$ cat src/rtl/m1_stage_pkg.sv
// Shared widths, field layout and FSM encoding for the memory-stage-1 slice.
package m1_stage_pkg;

  localparam int ES_TO_M1S_BUS1_WD = 76;
  localparam int M1S_TO_M2S_BUS_WD = 77;
  localparam int M1S_FWD_BUS       = 40;
  localparam int RES_FROM_MEM_BIT  = 70;

  typedef enum logic [1:0] {
    M1_IDLE = 2'd0,
    M1_REQ  = 2'd1,
    M1_DONE = 2'd2
  } m1_state_e;

  // Field order matches es_to_m1s_bus from ex_sub1, MSB first.
  typedef struct packed {
    logic        first;
    logic [3:0]  rf_wen;
    logic        res_from_mem;
    logic        gr_we;
    logic [4:0]  dest;
    logic [31:0] result;
    logic [31:0] pc;
  } es_bus_t;

endpackage

$ cat src/rtl/m1_stage.sv
// Memory stage 1: latches the ex_sub1 payload, issues load addresses on the
// SRAM-like port and forwards results to ID.
module m1_stage
  import m1_stage_pkg::*;
#(
  parameter int ES_BUS_WD = ES_TO_M1S_BUS1_WD,
  parameter int M2_BUS_WD = M1S_TO_M2S_BUS_WD,
  parameter int FWD_WD    = M1S_FWD_BUS
) (
  input  logic                 clk,
  input  logic                 resetn,
  input  logic                 flush,
  input  logic                 es_to_m1s_valid,
  input  logic [ES_BUS_WD-1:0] es_to_m1s_bus,
  output logic                 m1s_allowin,
  input  logic                 m2s_allowin,
  output logic                 m1s_to_m2s_valid,
  output logic [M2_BUS_WD-1:0] m1s_to_m2s_bus,
  output logic [FWD_WD-1:0]    m1s_fwd_bus,
  output logic                 data_req,
  output logic [31:0]          data_addr,
  input  logic                 data_addr_ok
);

  es_bus_t   bus_r;
  m1_state_e state, state_nxt;
  logic      m1s_valid;
  logic      cancel;
  logic      m1s_ready_go;
  logic      load_in;

  assign m1s_ready_go     = !bus_r.res_from_mem || (state == M1_DONE);
  assign m1s_allowin      = !m1s_valid || (m1s_ready_go && m2s_allowin);
  assign m1s_to_m2s_valid = m1s_valid && m1s_ready_go && !cancel;
  assign load_in          = es_to_m1s_valid && m1s_allowin && !flush
                            && es_to_m1s_bus[RES_FROM_MEM_BIT];

  assign data_req       = (state == M1_REQ);
  assign data_addr      = bus_r.result;
  assign m1s_to_m2s_bus = {(state == M1_DONE), bus_r};
  assign m1s_fwd_bus    = {m1s_valid && !cancel, bus_r.gr_we, bus_r.res_from_mem,
                           bus_r.dest, bus_r.result};

  always_ff @(posedge clk or negedge resetn) begin
    if (!resetn) begin
      state <= M1_IDLE;
    end else begin
      state <= state_nxt;
    end
  end

  // A request in flight is never withdrawn; a flushed load just exits to IDLE once accepted.
  always_comb begin
    state_nxt = state;
    case (state)
      M1_IDLE: if (load_in) state_nxt = M1_REQ;
      M1_REQ:  if (data_addr_ok) state_nxt = (cancel || flush) ? M1_IDLE : M1_DONE;
      M1_DONE: begin
        if (flush)            state_nxt = M1_IDLE;
        else if (m1s_allowin) state_nxt = load_in ? M1_REQ : M1_IDLE;
      end
      default: state_nxt = M1_IDLE;
    endcase
  end

  always_ff @(posedge clk or negedge resetn) begin
    if (!resetn) begin
      m1s_valid <= 1'b0;
      cancel    <= 1'b0;
    end else if (state == M1_REQ) begin
      if (data_addr_ok && (cancel || flush)) begin
        m1s_valid <= 1'b0;
        cancel    <= 1'b0;
      end else if (flush) begin
        cancel <= 1'b1;
      end
    end else if (flush) begin
      m1s_valid <= 1'b0;
      cancel    <= 1'b0;
    end else if (m1s_allowin) begin
      m1s_valid <= es_to_m1s_valid;
    end
  end

  always_ff @(posedge clk or negedge resetn) begin
    if (!resetn) begin
      bus_r <= '0;
    end else if (es_to_m1s_valid && m1s_allowin) begin
      bus_r <= es_to_m1s_bus;
    end
  end

endmodule

$ cat config.mk
export PLATFORM = sky130hd
export DESIGN_NAME = m1_stage
export DESIGN_NICKNAME = d
export VERILOG_FILES = /design/src/rtl/m1_stage_pkg.sv /design/src/rtl/m1_stage.sv
export SDC_FILE = /design/constraint.sdc
export NUM_CORES = 1
export LEC_CHECK = 0
export ABC_AREA = 1
export ABC_CLOCK_PERIOD_IN_PS = 1550
export BUFFER_PORTS_ARGS = -buffer_cell sky130_fd_sc_hd__buf_2
export CAP_MARGIN = 5
export CORE_MARGIN = 4
export CORE_UTILIZATION = 35
export DETAILED_ROUTE_END_ITERATION = 16
export GPL_TIMING_DRIVEN = 0
export PLACE_DENSITY_LB_ADDON = 0.12
export SYNTH_ARGS = -nofsm -noshare
export SYNTH_HDL_FRONTEND = slang
export SYNTH_SLANG_ARGS = --single-unit
$ cat constraint.sdc
create_clock -name clk -period 1.55 [get_ports clk]
set_clock_uncertainty 0.1 [all_clocks]
set_input_delay 0.31 -clock clk [delete_from_list [all_inputs] [get_ports clk]]
set_output_delay 0.31 -clock clk [all_outputs]
set_load 0.005 [all_outputs]
==> summary.md, run 1 <==
The remaining global-route overflow is 0. Detailed placement finished with a half-perimeter wire length of 7881 um. The clock passes through at most 2 buffers. The number of DRC violations after detailed routing is 0. The synthesized design spends more area on one cell type than any other, namely dfrtp_1. The fraction of final layout cells sized beyond drive strength 1 works out to 53.49%.

At the pin with the least slew margin, the transition time is 0.4941 ns. For this run, the detailed router's first-pass iteration total came to 4. Hold is met by 0.05837 ns.

The logs give 3 for the depth of the CTS H-tree and 128 for the number of DRC markers in iteration 0. For the post-route cell area, the log shows 5563 sq um. In the post-synthesis netlist, the biggest area contributors are dfrtp_1 55%, nand2_1 24%, buf_4 15%, buf_6 1.5%, buf_2 0.96%.

The run gives 9 as the number of CTS-inserted buffers. The share of the synthesized area in compound gates (AO/OA/AOI/OAI) was 0.5814%. After synthesis, the largest family of logic cells by area is simple AND/OR/NAND/NOR gates. The run gives 8.013 mW as the sum of internal, switching and leakage power. The area growth from synthesis to layout is 52.05%.

The floorplan step defined a die boundary enclosing 12150 sq um. In this run the static leakage power is 3.390 nW. Of the available clock period, the critical path in the final layout requires 102.9%. For the worst setup path, the data required time is 1.14 ns. Counting every instance in the synthesized netlist gives 426.

The run gives 0 as the max-cap violation count. The checks that failed: negative setup slack. The run gives 0 as the initial antenna violation count.

The tree is rooted in a clkbuf_8. The last weighted congestion value of the routability-driven placer is 0.7604. The run gives 54.72% as the proportion of synthesized chip area in sequential cells. Together, buffers and inverters on the worst path number 2. The tools report the setup TNS as -0.7332 ns.

The slowest library cell on the worst path is dfrtp_1. The first global-routing pass estimated 15040 um of wire. The tools report the peak supply drop as 0.6243 mV. The tools report the total vias in the final route as 3442.

The critical path in this run is classified as register to output pin. The number of nets in the synthesized netlist is 508. Summing the areas of all xor and xnor instances in the mapped netlist gives 0% of the synthesized area. The total inserted antenna cells is 0.

The post-route worst setup slack was -0.04543 ns. Setup repair after global routing could not meet its margin everywhere. TritonCTS built the clock tree. The net count of the finished layout is 765.

The run gives 5025 sq um as the cell area after placement. The shortest period the worst path allows was 1.595 ns; the synthesized flop and latch total was 80. The tightest min-delay check is of the primary input to register type. The share of the synthesized area in the top cell type is 54.72%.

STA classifies the critical path endpoint as an output pin. Walking the worst path, the cells encountered are inv_2, nand2_2, nand2_2, nand2_2, nand2_4, buf_6. Averaged over all synthesized cells, the footprint is 8.588 sq um. Worst relative slew slack: 67.06%.

The CTS clock-pin slew for the worst setup and hold paths was 0.08 ns; the power density of the placed cells was 1440 nW/um^2. The later pin in the worst-skew pair is clocked with a latency of 0.34 ns. The flow ran to the end, but the final reports show violations.

The number of global-route vias before repair came out at 3109. The cell repeated most along the worst path is nand2_2. The tools report the maximum number of pins on one net before global-route repair as 45.

Via-per-instance ratio: 4.177. 234 I/O pins were placed. The cell area that synthesis handed to floorplanning was 3659 sq um. Data on the critical path arrives at its endpoint at 1.19 ns.

The wire length reported by the detailed router was 10510 um. STA classifies the critical path startpoint as a register. The number of max-slew violations in the final report is 0. Maximum clock frequency: 626.8 MHz. For this run, the number of Yosys warnings is 0.

Clock tree synthesis found a total of 80 sinks. The average detailed-routed wire length per instance was 12.76 um. The tools report the number of library cell types mapped by synthesis as 16. The die is 110.2 um wide. For the total track usage, the log shows 16.07%. The count of nets left with antenna violations once routing finished came out at 0.

The initial standard-cell utilization of the core was 35.76%; the row count was 37. The core outline area is 10230 sq um, and the worst stage delay on the critical path is 0.38 ns. Before CTS, the worst setup slack after placement is 0.01610 ns. The post-synthesis adder-cell area fraction was 0%; the die span in y was 110.2 um.

The count of final hold-check violations is 0. Broken down by cell family, the worst path's largest delay share belongs to flip-flops. The portion of synthesized area spent on multiplexers is 0%.

The simple-gate share of the synthesized area is 26.03%, and the number of failing setup endpoints in the final timing report is 35. During placement, the flow inserted port buffers numbering 233. The biggest fanout along the worst timing path was 4.
-- path summary, 6_finish.rpt --
path                       cells past startpoint          startpoint  slack, ns            endpoint
max in group asynchronous                      3              resetn       0.38           m1s_valid
min                                            3    es_to_m1s_bus[8]       0.06   m1s_to_m2s_bus[8]
max                                            6            state[0]      -0.05         m1s_allowin
min in group asynchronous                      2              resetn       0.38  m1s_to_m2s_bus[20]
min reg2reg                                    2  m1s_to_m2s_bus[25]       0.38  m1s_to_m2s_bus[25]
max reg2reg                                   11            state[1]      -0.04  m1s_to_m2s_bus[12]
-- timing repair --
action	in CTS	in global routing
hold buffers	1	0
buffers inserted	1	6
setup endpoints to repair	5	50
endpoints found under the hold margin	36	0
gates resized for setup	3	48
pin swaps	0	11
gates cloned	0	4
-- Yosys cell counts, drive strengths merged --
| cell type | n |
|---|---|
| a21oi | 2 |
| buf | 87 |
| dfrtp | 80 |
| inv | 7 |
| nand2 | 239 |
| nand3 | 1 |
| nand4 | 1 |
| nor2 | 7 |
| o21ai | 1 |
| o22ai | 1 |
-- flip-flops by register name, indices dropped and copies added (netlist names) --
signal / count
m1s_valid: 1
state: 2
m1s_fwd_bus: 7
m1s_to_m2s_bus: 37
data_addr: 32
cancel: 1
-- through the flow --
stage / utilization, % / instances
finish: 54.37 / 824
detailed placement: 49.11 / 796
global placement: 48.82 / 795
global route: 54.37 / 824
floorplan: - / 426
CTS: 51.49 / 814
-- routing by layer --
metal | GRT usage, % | routed length (um) | vias up
met5 | 0 | 0 | -
met4 | 6.772 | 212 | 0
met3 | 4.368 | 958 | 14
met2 | 27.30 | 5271 | 142
met1 | 19.16 | 4068 | 1567
li1 | - | - | 1719
-- worst register-to-register path: cells and delay by family (launching register included) --
kind	cells	cell delay, ns
AND/OR/NAND/NOR	7	0.49
buffers and inverters	4	0.49
flip-flops	1	0.40
-- logic make-up (layout without fill, tap and decap cells) --
group           Yosys count  in the layout
compound gates            4              4
simple gates            248            248
buf+inv                  94            356
flops                    80             80
-- power by group --
part | switching [mW] | internal (mW)
logic | 1.37 | 1.89
clock network | 0.726 | 0.953
registers | 0.456 | 2.63
-- cell usage in the layout (no fill, tap or decap), drive strengths merged, types with 2 or more instances in the layout --
cell type and instances:
buf 327, nand2 239, dfrtp 80, clkbuf 18
nor2 7, inv 7, a21oi 2, bufinv 2
-- area by class of cell --
class	instances	area (sq um)
buffer	87	725.7
inverter	7	33.78
clock inverter	3	65.06
timing repair buffer	246	1381
fill	971	4668
clock buffer	13	148.9
sequential	80	2003
tap	136	170.2
multi-input combinational	252	1035
(Power assumes the default switching activity.)
==> run 2, diff against run 1 <==
- CORE_UTILIZATION: 35 -> 43
- REMOVE_ABC_BUFFERS: unset -> 1
==> run 2 against run 1 <==
Effect of this change:
- the run still ends with negative setup slack left
- sequential share of layout area up 6.6 points
- register-to-register slack improved by 0.10 ns
- first-iteration DRC count decreased by 52%
- clock-buffer cell count fell by 3
- design area shrank 16%
- worst setup slack improved by 0.026 ns
- combinational power shrank 27%
- critical path depth unchanged
- flip-flop and latch count is the same
- global-route usage is 2.2 points higher
- wire length decreased by 8.7%
- die area down 17%
- largest power group is now registers
==> summary.md, run 2 (synthesized netlist as in run 1, its figures left out) <==
The number of fill cells is 808 (-17%). The tools report the number of DRC markers in iteration 0 as 61 (-52%). The first-pass iteration count of the detailed router came out at 4 (unchanged). The number of flip-flops under the largest register name is 37 (unchanged), and the number of CTS-inserted buffers is 9 (unchanged). In this run the clock root is driven by a clkbuf_8.

The tools report the standby leakage power as 2.886 nW (-15%). Counting stages on the worst path, the most repeated cell is nand2_2. The worst setup path is captured at an output pin. The launch point of the worst hold path was es_to_m1s_bus[50]. The critical path in this run is classified as register to output pin. For the detailed placement HPWL, the log shows 6282 um (-20%). Class of the tightest hold or removal check: primary input to register.

For the last weighted congestion value of the routability-driven placer, the log shows 0.7875 (+3.6%). The tools report the number of max-slew violations in the final report as 0 (unchanged). The tools report the start of the worst register-to-register path as state[1]. The via-per-instance ratio came out at 4.390 (+5.1%). The library cells used most frequently in the layout, excluding fill and tap cells, are 234 x nand2_1, 231 x buf_2, 80 x dfrtp_1, 9 x clkbuf_8, 7 x nor2_1. For the post-detailed-route count of antenna-violating nets, the log shows 0 (unchanged). The die span in y came out at 100.2 um (-9.1%). Count of nets after finishing: 675 (-12%). The tools report the number of failing setup endpoints in the final timing report as 1 (-97%). Width of the die: 100.2 um (-9.1%). The logs give 1039 sq um (+0.36%) for the area of the multi-input gates and 2002 sq um (about the same) for the area used by sequential logic in the layout.

Slowest library cell on the worst path: dfrtp_1. The count of final hold-check violations was 0 (unchanged). TritonCTS built the clock tree.

Peak supply drop: 0.6094 mV (-2.4%). The run gives 10050 sq um (-17%) as the area of the die. The logs give 637.1 MHz (+1.6%) for the maximum clock frequency and 0 (unchanged) for the total inserted antenna cells. The wire length reported by the detailed router was 9599 um (-8.7%).

The tools report the clock latency at the later pin of the worst-skew pair as 0.33 ns (about the same). For the depth of the CTS H-tree, the log shows 3 (unchanged). The commonest non-fill, non-tap cell in the layout is nand2_1. Setup repair after global routing could not meet its margin everywhere. Power density of the placed cells: 1491 nW/um^2 (+3.5%). The slew at the pin closest to its max-slew limit came out at 0.4848 ns (-0.009273 ns).

The row count was 33 (-11%); the utilization of the core after routing was 56.88% (+2.5 points). The number of global-route vias before repair was 2897 (-6.8%). The worst stage delay on the critical path was 0.38 ns (about the same).

The final reports fail on negative setup slack. The flow ran to the end, but the final reports show violations. The quantity of I/O buffers inserted on ports came out at 233 (unchanged).

The average detailed-routed wire length per instance works out to 13.67 um (+7.2%). The maximum clock path buffer count came out at 2 (unchanged). The critical path starts at state[0].

The remaining global-route overflow is 0 (unchanged), and the count of buffering cells on the critical path with inverters included is 2 (unchanged). The number of DRC violations after detailed routing is 0 (unchanged), and the shortest period the worst path allows is 1.570 ns (-0.02573 ns). Compared with the post-synthesis result, the final layout area differs by 28.39%. The final worst-path cycle share was 101.3% (-1.7 points). The tools report the startpoint type of the worst setup path as a register. The signal on the critical path passes through inv_2, nand2_2, nand2_2, nand2_2, nand2_4, buf_6.

The CTS clock-pin slew for the worst setup and hold paths was 0.09 ns (about the same); the top-level port count was 234 (unchanged). The post-route cell area was 4697 sq um (-16%). The biggest fanout along the worst timing path is 5 (+1), and the cell area after placement is 4332 sq um (-14%). The run gives 44.30% (+8.5 points) as the initial standard-cell utilization of the core. Total track usage: 18.28% (+2.2 points). The run gives 8258 sq um (-19%) as the core outline area. For the post-route worst setup slack, the log shows -0.01970 ns (+0.02573 ns). The global-route wire length before repair is 14410 um (-4.2%).

For the data required time of the critical path, the log shows 1.14 ns (about the same). The maximum number of pins on one net before global-route repair is 45 (unchanged). The run gives 3082 (-10%) as the total vias in the final route.

The tools report the number of sinks driven by the clock tree as 80 (unchanged). The run gives 67.68% (+0.62 points) as the worst relative slew slack. The initial antenna violation count is 0 (unchanged), and the max-cap violation count is 0 (unchanged). The logs give 7.002 mW (-13%) for the sum of internal, switching and leakage power and 1.16 ns (-0.03 ns) for the data arrival time at the worst-slack endpoint. The fraction of final layout cells sized beyond drive strength 1 works out to 44.05% (-9.4 points).

The cell family contributing the most delay on the critical path is flip-flops.
run 2: power by group:
part | switching, mW | internal (mW)
Sequential | 0.375 | 2.62
Clock | 0.723 | 0.902
Combinational | 1.29 | 1.09
Total | 2.38 | 4.62
run 2: worst paths after layout:
check / cells past startpoint / slack [ns] / end
setup reg to reg: 8 / 0.06 / m1s_valid
hold / removal: 3 / 0.06 / data_addr[18]
min in group asynchronous: 2 / 0.38 / m1s_fwd_bus[34]
setup / recovery: 6 / -0.02 / m1s_allowin
hold reg to reg: 2 / 0.38 / m1s_to_m2s_bus[5]
max in group asynchronous: 3 / 0.38 / m1s_fwd_bus[33]
run 2: area by class of cell:
cell class	instances	area share, %
clock buffers	10	2.717
clock inverters	5	1.758
inverters	7	1.119
multi-input cells	255	22.11
flip-flops and latches	80	42.62
well taps	105	2.797
repair buffers	239	26.45
repair inverters	1	0.4262
run 2: what timing repair did:
action | CTS | global route
gates cloned | 2 | 2
pin swaps | 1 | 1
resized for setup | 11 | 3
hold buffers | 1 | 0
setup endpoints to repair | 79 | 80
endpoints found under the hold margin | 36 | 0
setup buffers | 3 | 1
run 2: worst min-delay path, cell delays in order:
cell	delay, ns
buf_2	0.07
nand2_1	0.04
nand2_1	0.05
run 2: layer usage:
metal  vias up  wire length, um  global-route usage (%)
met1      1396             3871                   22.89
met5         -                0                       0
li1       1546                -                       -
met4         0              110                   6.218
met2       131             4816                   31.14
met3         9              800                   4.170
run 2: through the flow:
step	cells	TNS, ns	hold WS, ns	setup slack (ns)
finish	702	-0.01970	0.05740	-0.01970
global route	702	-1.747	0.04420	-0.1245
CTS	699	-0.05757	0.04214	-0.03828
detailed placement	678	-66.04	0.2073	-0.9021
global placement	677	-111.33	0.3579	-0.9173
floorplan	339	-22.47	-0.08559	-0.3395
==> run 3, diff against run 2 <==
- RECOVER_POWER: unset -> 25
==> run 3 against run 2 <==
Effect of this change:
- the run still ends with negative setup slack left
- highest routed layer unchanged
- critical path type unchanged
- core utilization decreased by 0.061 points
- largest power group unchanged
- flip-flop and latch count is the same
- critical endpoint unchanged
- clock power about the same
==> summary.md, run 3 (synthesized netlist as in run 1, its figures left out) <==
The worst setup path is captured at an output pin. The number of sinks driven by the clock tree was 80 (unchanged). The max-cap violation count is 0 (unchanged).

The total net switching power is 2.386 mW (about the same), and the core outline area is 8258 sq um (unchanged). The run gives 56.82% (-0.061 points) as the utilization of the core after routing. The logs give 1 (unchanged) for the number of failing setup endpoints in the final timing report and 63 (+3.3%) for the number of DRC markers in iteration 0. The switching fraction of total power works out to 34.09% (+0.034 points).

The quantity of I/O buffers inserted on ports works out to 233 (unchanged). The sequential fraction of design power was 42.9% (about the same); the number of cells traversed by the worst hold path was 3 (unchanged). The average detailed-routed wire length per instance is 13.68 um (about the same). The signed area change from the synthesized netlist to the final layout is 28.25%. The register-to-register setup slack was 0.06 ns (about the same); the area of the die was 10050 sq um (unchanged). The root buffer cell chosen for the clock tree is clkbuf_8. The post-route worst setup slack was -0.01957 ns (+0.0001271 ns); the number of max-slew violations in the final report was 0 (unchanged). The tools report the total vias in the final route as 3081 (-0.032%). The worst slack after detailed placement was -0.9021 ns (unchanged); the total track usage was 18.28% (unchanged). Number of flip-flops under the largest register name: 37 (unchanged). The run finished, with violations left. Start of the worst register-to-register path: state[1]. The critical path starts at state[0].

The total internal power was 4.613 mW (about the same). The library cells used most frequently in the layout, excluding fill and tap cells, are 234 x nand2_1, 230 x buf_2, 80 x dfrtp_1, 9 x clkbuf_8, 7 x nor2_1. Setup repair after global routing could not meet its margin everywhere.

TritonCTS built the clock tree. Signal routing reaches up to met4. The cell area after placement was 4332 sq um (unchanged). The slew at the pin closest to its max-slew limit was 0.8426 ns (+0.3578 ns).

The shortest period the worst path allows works out to 1.570 ns (-0.0001271 ns). Startpoint type of the worst setup path: a register. The worst setup path is of the register to output pin kind. Part of the total power dissipated in the clock network: 23.2% (about the same). The die span in y was 100.2 um (unchanged); the post-route cell area was 4692 sq um (-0.11%). The maximum clock path buffer count is 2 (unchanged). The number of DRC violations after detailed routing was 0 (unchanged); the standby leakage power was 2.879 nW (-0.25%). The tools report the data required time of the critical path as 1.14 ns (about the same). The number of CTS-inserted buffers came out at 9 (unchanged).

The global-route wire length before repair is 14410 um (unchanged), and the data arrival time at the worst-slack endpoint is 1.16 ns (about the same). The final worst-path cycle share came out at 101.3% (about the same). The detailed placement HPWL was 6282 um (unchanged); the row count was 33 (unchanged). The CTS clock-pin slew for the worst setup and hold paths works out to 0.09 ns (about the same). The post-detailed-route count of antenna-violating nets is 0 (unchanged).

The first-pass iteration count of the detailed router is 4 (unchanged). In this run the most critical hold path is launched from es_to_m1s_bus[50]. The min-delay analysis places its worst path in the category primary input to register.

The tools report the total inserted antenna cells as 0 (unchanged). The endpoint identified for the worst register-to-register timing path is m1s_valid. The peak supply drop is 0.6092 mV (about the same). The run gives 4824 um (+0.17%) as the routed length on met2. For the clock latency at the later pin of the worst-skew pair, the log shows 0.33 ns (about the same).

For the depth of the CTS H-tree, the log shows 3 (unchanged). The width of the die works out to 100.2 um (unchanged). Count of nets after finishing: 675 (unchanged). The maximum clock frequency came out at 637.1 MHz (about the same). The final reports fail on negative setup slack. Following the worst setup path forward leads to its endpoint at m1s_allowin. The power density of the placed cells is 1492 nW/um^2 (about the same). The via-per-instance ratio was 4.389 (about the same). The library cell used most frequently in the layout, excluding fill and tap cells, is nand2_1.

For the last weighted congestion value of the routability-driven placer, the log shows 0.7875 (unchanged). The initial antenna violation count is 0 (unchanged), and the setup TNS is -0.01957 ns (+0.0001271 ns). For the length of routed met3 wiring, the log shows 829 um (+3.6%). The run gives 0.05732 ns (-0.00007810 ns) as the worst slack on hold paths. The top-level port count was 234 (unchanged). The logic depth of the worst register-to-register path is 8 (unchanged), and the wire length on met1 is 3840 um (-0.80%). The biggest fanout along the worst timing path was 5 (unchanged). Initial standard-cell utilization of the core: 44.30% (unchanged). The maximum number of pins on one net before global-route repair was 45 (unchanged); the portion of total power attributed to combinational logic was 33.9% (about the same).

The worst relative slew slack came out at 43.82% (-24 points). The wire length reported by the detailed router was 9605 um (about the same). Remaining global-route overflow: 0 (unchanged).

For the number of global-route vias before repair, the log shows 2897 (unchanged). The fraction of final layout cells sized beyond drive strength 1 was 43.72% (-0.34 points); the count of final hold-check violations was 0 (unchanged).
## run 3: cell types whose count changed in the layout (fill, tap and decap cells not counted), sizes merged
cell    previous run  this run
buf              238       236
clkbuf            10        12
## run 3: per-stage QoR
stage / total power [mW] / std cells
after floorplan: 3.876 / 339
after detailed placement: 5.264 / 678
after CTS: 7.055 / 699
final: 7.000 / 702
after global placement: 5.215 / 677
after global routing: 7.522 / 702
## run 3: worst min-delay path by stage
stage                         end  slack [ns]
2_1_floorplan              cancel       -0.09
3_3_place_gp   m1s_to_m2s_bus[22]        0.36
3_5_place_dp   m1s_to_m2s_bus[15]        0.21
4_1_cts             data_addr[18]        0.04
5_1_grt         m1s_to_m2s_bus[4]        0.04
6_report            data_addr[18]        0.06
## run 3: routing by layer
| metal | GRT usage [%] | vias up |
|---|---|---|
| li1 | - | 1547 |
| met3 | 4.170 | 9 |
| met2 | 31.14 | 133 |
| met5 | 0 | - |
| met4 | 6.218 | 0 |
| met1 | 22.89 | 1392 |
## run 3: power by group through the flow
stage | registers (mW) | logic (mW) | clock network [mW]
after floorplan | 3.17 | 0.707 | 0
after global placement | 3.01 | 2.21 | 0
after detailed placement | 3.02 | 2.24 | 0
after CTS | 3.00 | 2.37 | 1.68
after global routing | 3.09 | 2.66 | 1.77
final | 3.00 | 2.37 | 1.63
## run 3: final cells by class
type,count,area (sq um)
sequential,80,2002
clock buffer,10,127.6
tap,105,131.4
clock inverter,5,82.58
fill,809,3566
timing repair inverter,1,20.02
inverter,7,52.55
timing repair buffer,239,1237
multi-input combinational,255,1039
## run 3: critical path, cell delays in order (launching register included)
cell	delay (ns)
dfrtp_1	0.38
inv_2	0.06
nand2_2	0.05
nand2_2	0.07
nand2_2	0.06
nand2_4	0.11
buf_6	0.11
## run 3: repair_timing
item / 4_1_cts / 5_1_grt
gates cloned: 2 / 2
hold buffers: 1 / 0
gates resized for setup: 11 / 3
buffers inserted: 3 / 1
pin swaps: 1 / 1
hold endpoints to repair: 36 / 0
endpoints found under the setup margin: 79 / 80
